**config.mk**
```make
export PLATFORM = sky130hd
export DESIGN_NAME = dcache_ctrl_flat
export DESIGN_NICKNAME = d
export VERILOG_FILES = /design/src/rtl/dcache_ctrl_if.sv /design/src/rtl/dcache_ctrl.sv /design/src/flat_wrapper.sv
export SDC_FILE = /design/constraint.sdc
export NUM_CORES = 2
export LEC_CHECK = 0
export CAP_MARGIN = 20
export CORE_ASPECT_RATIO = 0.75
export CORE_MARGIN = 5
export CORE_UTILIZATION = 60
export DETAILED_ROUTE_END_ITERATION = 8
export PLACE_DENSITY = 0.77
export SYNTH_ARGS = -nofsm -noshare
export SYNTH_HDL_FRONTEND = slang
export SYNTH_MEMORY_MAX_BITS = 65536
export SYNTH_SLANG_ARGS = --single-unit
```
**constraint.sdc**
```tcl
create_clock -name clk -period 16.2 [get_ports clk]
set_clock_uncertainty 0.15 [all_clocks]
set_input_delay 3.24 -clock clk [delete_from_list [all_inputs] [get_ports clk]]
set_output_delay 3.24 -clock clk [all_outputs]
set_load 0.005 [all_outputs]
```
**src/rtl/dcache_ctrl_if.sv**
```systemverilog
// -----------------------------------------------------------------------------
// dcache_ctrl_if
// Word-wide main-memory handshake between the data cache controller (master)
// and main memory (slave). A beat is in flight while mem_req=1 and completes
// on the rising clock edge where mem_ready=1.
//   mem_req    master->slave  request valid
//   mem_we     master->slave  1 write, 0 read
//   mem_addr   master->slave  word-aligned byte address
//   mem_wdata  master->slave  write data, store lanes replicated
//   mem_wstrb  master->slave  byte-lane enables
//   mem_rdata  slave->master  read data, valid with mem_ready
//   mem_ready  slave->master  completes the current beat
// -----------------------------------------------------------------------------
interface dcache_ctrl_if;
    logic        mem_req;
    logic        mem_we;
    logic [31:0] mem_addr;
    logic [31:0] mem_wdata;
    logic [3:0]  mem_wstrb;
    logic [31:0] mem_rdata;
    logic        mem_ready;

    modport master (
        output mem_req, mem_we, mem_addr, mem_wdata, mem_wstrb,
        input  mem_rdata, mem_ready
    );

    modport slave (
        input  mem_req, mem_we, mem_addr, mem_wdata, mem_wstrb,
        output mem_rdata, mem_ready
    );
endinterface

```
**src/rtl/dcache_ctrl.sv**
```systemverilog
// -----------------------------------------------------------------------------
// dcache_ctrl
// Direct-mapped, write-through, no-write-allocate data cache controller
// sitting between a single-cycle core's data port and word-wide main memory.
//   clk, rst_n          clock, asynchronous active-low reset
//   MemRead, MemWrite   core access strobes (write wins when both are set)
//   Addr                byte address, held by the core while Stall=1
//   WriteData           right-aligned store data
//   Storetype           00 byte, 01 half, 10/11 word
//   ReadData            aligned 32-bit word at Addr[31:2]
//   Stall               core must hold PC/state
//   bus                 memory handshake (dcache_ctrl_if.master)
// Read misses refill the whole line, one word per beat, then the retried
// access hits. Stores always go through to memory; a store that hits also
// updates the cached word, a store that misses leaves the cache untouched.
// -----------------------------------------------------------------------------
module dcache_ctrl #(
    parameter int NUM_LINES      = 32,
    parameter int WORDS_PER_LINE = 4
) (
    input  logic          clk,
    input  logic          rst_n,
    input  logic          MemRead,
    input  logic          MemWrite,
    input  logic [31:0]   Addr,
    input  logic [31:0]   WriteData,
    input  logic [1:0]    Storetype,
    output logic [31:0]   ReadData,
    output logic          Stall,
    dcache_ctrl_if.master bus
);

    localparam int OFF_W = $clog2(WORDS_PER_LINE);
    localparam int IDX_W = $clog2(NUM_LINES);
    localparam int TAG_W = 30 - OFF_W - IDX_W;
    localparam logic [OFF_W-1:0] LAST_WORD = OFF_W'(WORDS_PER_LINE - 1);

    typedef enum logic [1:0] {IDLE, FILL, WRITE} state_t;

    state_t           state_q, state_d;
    logic [OFF_W-1:0] cnt_q, cnt_d;

    logic [NUM_LINES-1:0] valid_q;
    logic [TAG_W-1:0]     tag_q  [NUM_LINES];
    logic [31:0]          data_q [NUM_LINES][WORDS_PER_LINE];

    logic [TAG_W-1:0] addr_tag;
    logic [IDX_W-1:0] addr_idx;
    logic [OFF_W-1:0] addr_off;
    logic             hit;
    logic [3:0]       st_wstrb;
    logic [31:0]      st_wdata;
    logic             fill_start;
    logic             fill_beat;
    logic             fill_last;
    logic             write_done;

    assign addr_tag = Addr[31 -: TAG_W];
    assign addr_idx = Addr[2 + OFF_W +: IDX_W];
    assign addr_off = Addr[2 +: OFF_W];
    assign hit      = valid_q[addr_idx] && (tag_q[addr_idx] == addr_tag);
    assign ReadData = data_q[addr_idx][addr_off];

    // Store lane placement; misaligned low address bits fall out of the shifts.
    always_comb begin
        st_wstrb = 4'b1111;
        st_wdata = WriteData;
        unique case (Storetype)
            2'b00: begin
                st_wstrb = 4'b0001 << Addr[1:0];
                st_wdata = {4{WriteData[7:0]}};
            end
            2'b01: begin
                st_wstrb = 4'b0011 << {Addr[1], 1'b0};
                st_wdata = {2{WriteData[15:0]}};
            end
            default: begin
                st_wstrb = 4'b1111;
                st_wdata = WriteData;
            end
        endcase
    end

    // Bus outputs are decoded from state so an asynchronous reset drops the
    // request the same instant it forces IDLE.
    // NOTE: every signal driven here gets a default first, so no path leaves
    // one unassigned and no latch is inferred.
    always_comb begin
        state_d       = state_q;
        cnt_d         = cnt_q;
        Stall         = 1'b0;
        bus.mem_req   = 1'b0;
        bus.mem_we    = 1'b0;
        bus.mem_addr  = 32'h0;
        bus.mem_wdata = 32'h0;
        bus.mem_wstrb = 4'h0;
        fill_start    = 1'b0;
        fill_beat     = 1'b0;
        fill_last     = 1'b0;
        write_done    = 1'b0;
        unique case (state_q)
            IDLE: begin
                if (MemWrite) begin
                    state_d = WRITE;
                    Stall   = 1'b1;
                end else if (MemRead && !hit) begin
                    state_d    = FILL;
                    cnt_d      = '0;
                    Stall      = 1'b1;
                    fill_start = 1'b1;
                end
            end
            FILL: begin
                Stall        = 1'b1;
                bus.mem_req  = 1'b1;
                bus.mem_addr = {addr_tag, addr_idx, cnt_q, 2'b00};
                if (bus.mem_ready) begin
                    fill_beat = 1'b1;
                    cnt_d     = cnt_q + 1'b1;
                    if (cnt_q == LAST_WORD) begin
                        fill_last = 1'b1;
                        state_d   = IDLE;
                    end
                end
            end
            WRITE: begin
                // The core advances on the same edge the write completes.
                Stall         = !bus.mem_ready;
                bus.mem_req   = 1'b1;
                bus.mem_we    = 1'b1;
                bus.mem_addr  = {Addr[31:2], 2'b00};
                bus.mem_wdata = st_wdata;
                bus.mem_wstrb = st_wstrb;
                if (bus.mem_ready) begin
                    write_done = 1'b1;
                    state_d    = IDLE;
                end
            end
            default: state_d = IDLE;
        endcase
    end

    // NOTE: state registers use non-blocking assignments so every flop
    // samples pre-edge values regardless of block ordering.
    always_ff @(posedge clk or negedge rst_n) begin
        if (!rst_n) begin
            state_q <= IDLE;
            cnt_q   <= '0;
            valid_q <= '0;
        end else begin
            state_q <= state_d;
            cnt_q   <= cnt_d;
            // The line is invalid while being refilled, so an interrupted
            // refill can never expose a half-old, half-new line.
            if (fill_start) valid_q[addr_idx] <= 1'b0;
            if (fill_last)  valid_q[addr_idx] <= 1'b1;
        end
    end

    // NOTE: tag and data arrays carry no reset; valid_q alone decides whether
    // their contents mean anything, and leaving them unreset lets them map to RAM.
    always_ff @(posedge clk) begin
        if (fill_beat) begin
            data_q[addr_idx][cnt_q] <= bus.mem_rdata;
        end
        if (fill_last) begin
            tag_q[addr_idx] <= addr_tag;
        end
        if (write_done && hit) begin
            for (int b = 0; b < 4; b++) begin
                if (st_wstrb[b]) data_q[addr_idx][addr_off][8*b +: 8] <= st_wdata[8*b +: 8];
            end
        end
    end

endmodule
```
**src/flat_wrapper.sv**
```systemverilog
// flat-port wrapper written by rule: the top's interface ports become plain ports
module dcache_ctrl_flat 
#(
    parameter int NUM_LINES      = 32,
    parameter int WORDS_PER_LINE = 4
)
  (clk, rst_n, MemRead, MemWrite, Addr, WriteData, Storetype, ReadData, Stall, bus_mem_req, bus_mem_we, bus_mem_addr, bus_mem_wdata, bus_mem_wstrb, bus_mem_rdata, bus_mem_ready);
  dcache_ctrl_if bus_i ();
  input  logic clk;
  input  logic rst_n;
  input  logic MemRead;
  input  logic MemWrite;
  input  logic [31:0] Addr;
  input  logic [31:0] WriteData;
  input  logic [1:0] Storetype;
  output logic [31:0] ReadData;
  output logic Stall;
  output wire logic [$bits(bus_i.mem_req)-1:0] bus_mem_req;
  output wire logic [$bits(bus_i.mem_we)-1:0] bus_mem_we;
  output wire logic [$bits(bus_i.mem_addr)-1:0] bus_mem_addr;
  output wire logic [$bits(bus_i.mem_wdata)-1:0] bus_mem_wdata;
  output wire logic [$bits(bus_i.mem_wstrb)-1:0] bus_mem_wstrb;
  input wire logic [$bits(bus_i.mem_rdata)-1:0] bus_mem_rdata;
  input wire logic [$bits(bus_i.mem_ready)-1:0] bus_mem_ready;
  assign bus_mem_req = bus_i.mem_req;
  assign bus_mem_we = bus_i.mem_we;
  assign bus_mem_addr = bus_i.mem_addr;
  assign bus_mem_wdata = bus_i.mem_wdata;
  assign bus_mem_wstrb = bus_i.mem_wstrb;
  assign bus_i.mem_rdata = bus_mem_rdata;
  assign bus_i.mem_ready = bus_mem_ready;
  dcache_ctrl #(.NUM_LINES(NUM_LINES), .WORDS_PER_LINE(WORDS_PER_LINE)) u_core (.clk(clk), .rst_n(rst_n), .MemRead(MemRead), .MemWrite(MemWrite), .Addr(Addr), .WriteData(WriteData), .Storetype(Storetype), .ReadData(ReadData), .Stall(Stall), .bus(bus_i));
endmodule
```
==> results.txt <==
RSZ-0062 raised after global routing: no
RePlAce Congestion: 0.883
Die Width: 657 um
Layout Cells excl Fill: 13,800
Yosys reg bits: 4,868
Setup bufs post-CTS: 0
Io pins: 206
RR Startpoint: u_core.tag_q[23][12]
Dpl hpwl: 306,000 um
CTS root buffer: clkbuf_16
R2R depth: 10
Largest net degree at the start of global routing: 158
CP Max Fanout: 143
H-tree depth: 5
Commonest cells after routing, fill and taps aside: edfxtp_1 (4,832), mux4_2 (1,032), nor2_1 (519)
VDD IR max: 108 uV
Critical Setup Path Class: primary input to primary output
Filler cells: 18,300
Max cap viols: 0
Pwr Density: 121 mW/mm^2
Die Span Y: 495 um
Hold Vio Cnt, Final: 0
Area of the core: 0.313 sq mm
Reg2Reg Setup Slack: 10.46 ns
Synth warn: 0
Post-CTS Resized: 0
R2r endpoint: u_core.data_q[6][124]
GR Overflow Total: 0
Row count: 178
LEAKAGE: 0.0653 uW
Area delta synth->final: 12.2%
CTS tree: built
Yosys top cell area share: 77.0%
Post-route cell area: 0.212 sq mm
Cell variety after synth: 55
Final setup margin: 3.62 ns
Final min period: 12.58 ns
Syn_area_per_cell: 21.1 sq um
Reg clk slew, reported paths: 0.06 ns
Sequential area share after synthesis: 77.4%
Setup_tns: 0 ns
Layout cells sized above 1: 21.4%
Instance area at placement: 0.196 sq mm
Crit end category: primary output
Final WL: 529,000 um
First-pass GRT wire length: 728,000 um
Vias: 101,000
Setup WS pre-CTS: 3.98 ns
Antenna violations before repair: 48
Worst skew pair latency: 0.98 ns
GR Util All Layers: 31.6%
EDFF count, synth: 4,832
Critical Path Start: Addr[5]
Min-delay worst type: register to register
Max Clk Rate: 79.5 MHz
Async SR Flop Fraction: 0.740%
WL/cell: 38.3 um
WP data arrival: 9.19 ns
Top cell type by total area after synthesis: edfxtp_1
Relative max-transition margin: 15.9%
Synth Flop Type: edfxtp_1
Pre-antenna DRT Iters: 9
Pins over their slew limit: 0
CTS Buf Count: 441
Run status: finished, violations left
Post-layout util: 67.6%
Starting DRT DRC Count: 18,500
CP Capture Point: ReadData[14]
Final setup vio count: 0
Commonest non-fill, non-tap cell in the layout: edfxtp_1
CTS hold repair buffers: 0
Mapped Cells: 8,937
Cell area after synthesis: 0.189 sq mm
Nature of the critical path startpoint: primary input
Period Utilization, post-route: 77.7%
Slew @ Worst Pin: 1.25 ns
Post-DR vias/cell: 7.34
DIE AREA: 0.326 sq mm
Initial core utilization: 60.2%
Bufs on Longest Clock Path: 4
DRC Markers: 16
Post-route ant nets: 0
Top area cells in the synthesized netlist: edfxtp_1 (77%), mux4_2 (12%), mux2i_1 (2.0%)
Inst Count DP: 12,900
Port Buffers: 203
Violations in the final reports: design-rule violations
WP data required: 12.81 ns
Vias in the first global route: 97,000
Sink Count: 4,868
Nets: 9,385
==> stage by stage <==
step           total power (uW)  hold WS (ns)
4_1_cts                   25500         0.355
2_1_floorplan             14900         0.310
5_1_grt                   26200         0.375
3_5_place_dp              15700         0.341
3_3_place_gp              15600         0.328
6_report                  25600         0.361
==> where the power goes <==
part | switching [uW] | leakage (uW) | internal, uW | total [uW]
combinational | 1040 | 0.0148 | 582 | 1620
clock | 4580 | 0.00664 | 5540 | 10100
sequential | 10.7 | 0.0439 | 13900 | 13900
==> worst max-delay path: stages <==
cell	delay, ns
buf_8	0.44
buf_4	0.56
buf_12	0.65
buf_4	0.98
mux4_2	0.42
a22oi_1	0.20
nand4_1	0.14
o211ai_1	0.69
o21ai_0	0.67
clkdlybuf4s50_1	0.64
==> Yosys cell counts, types with 50 or more instances <==
| library cell | n |
|---|---|
| and2_1 | 67 |
| nand4_1 | 137 |
| o22ai_1 | 189 |
| a22o_1 | 64 |
| mux2_1 | 102 |
| buf_1 | 123 |
| mux2i_1 | 377 |
| clkbuf_1 | 381 |
| nand3_1 | 50 |
| buf_2 | 75 |
| a221oi_1 | 64 |
| edfxtp_1 | 4832 |
| o21ai_0 | 108 |
| nor2_1 | 552 |
| mux4_2 | 1032 |
| nand2_1 | 50 |
| a22oi_1 | 390 |
==> worst min-delay path by stage <==
stage / start / slack [ns] / endpoint / depth (start not counted)
global placement: u_core.valid_q[14] / 0.33 / u_core.valid_q[14] / 2
CTS: u_core.valid_q[26] / 0.36 / u_core.valid_q[26] / 2
floorplan: u_core.valid_q[31] / 0.31 / u_core.valid_q[31] / 2
global route: u_core.valid_q[26] / 0.38 / u_core.valid_q[26] / 2
finish: u_core.valid_q[10] / 0.36 / u_core.valid_q[10] / 2
detailed placement: u_core.valid_q[26] / 0.34 / u_core.valid_q[26] / 2
==> per-layer routing <==
layer	wire [um]	vias to the layer above	GRT usage, %
met5	375	-	0.452
met4	26600	30	14.0
met3	80500	1430	9.76
met2	240000	9410	46.0
met1	181000	52200	44.9
li1	-	38400	-
==> registers in the layout, summed over array words and instances, names as in the netlist <==
| register | flops |
|---|---|
| u_core.valid_q | 32 |
| u_core.data_q | 4096 |
| u_core.state_q | 2 |
| u_core.cnt_q | 2 |
| u_core.tag_q | 736 |
==> final cells by class <==
cell class | instances | area (sq um) | share of cell area [%]
Clock buffer | 542 | 11500 | 5.44
Multi-Input combinational cell | 3477 | 40800 | 19.3
Clock inverter | 245 | 2160 | 1.02
Timing Repair Buffer | 476 | 5670 | 2.68
Inverter | 10 | 37.5 | 0.0177
Antenna cell | 61 | 153 | 0.0722
Tap cell | 4140 | 5180 | 2.45
Sequential cell | 4868 | 146000 | 69.0
==> kinds of logic after synthesis <==
| family | share of synthesized area [%] |
|---|---|
| other | 0.00199 |
| buffers and inverters | 1.24 |
| AOI/OAI and AO/OA | 3.52 |
| adders and majority gates | 0.0531 |
| DFF | 77.4 |
| xor gates and xnor gates | 0.0186 |
| and+or+nand+nor | 2.54 |
| muxes | 15.2 |
(Power assumes the default switching activity.)
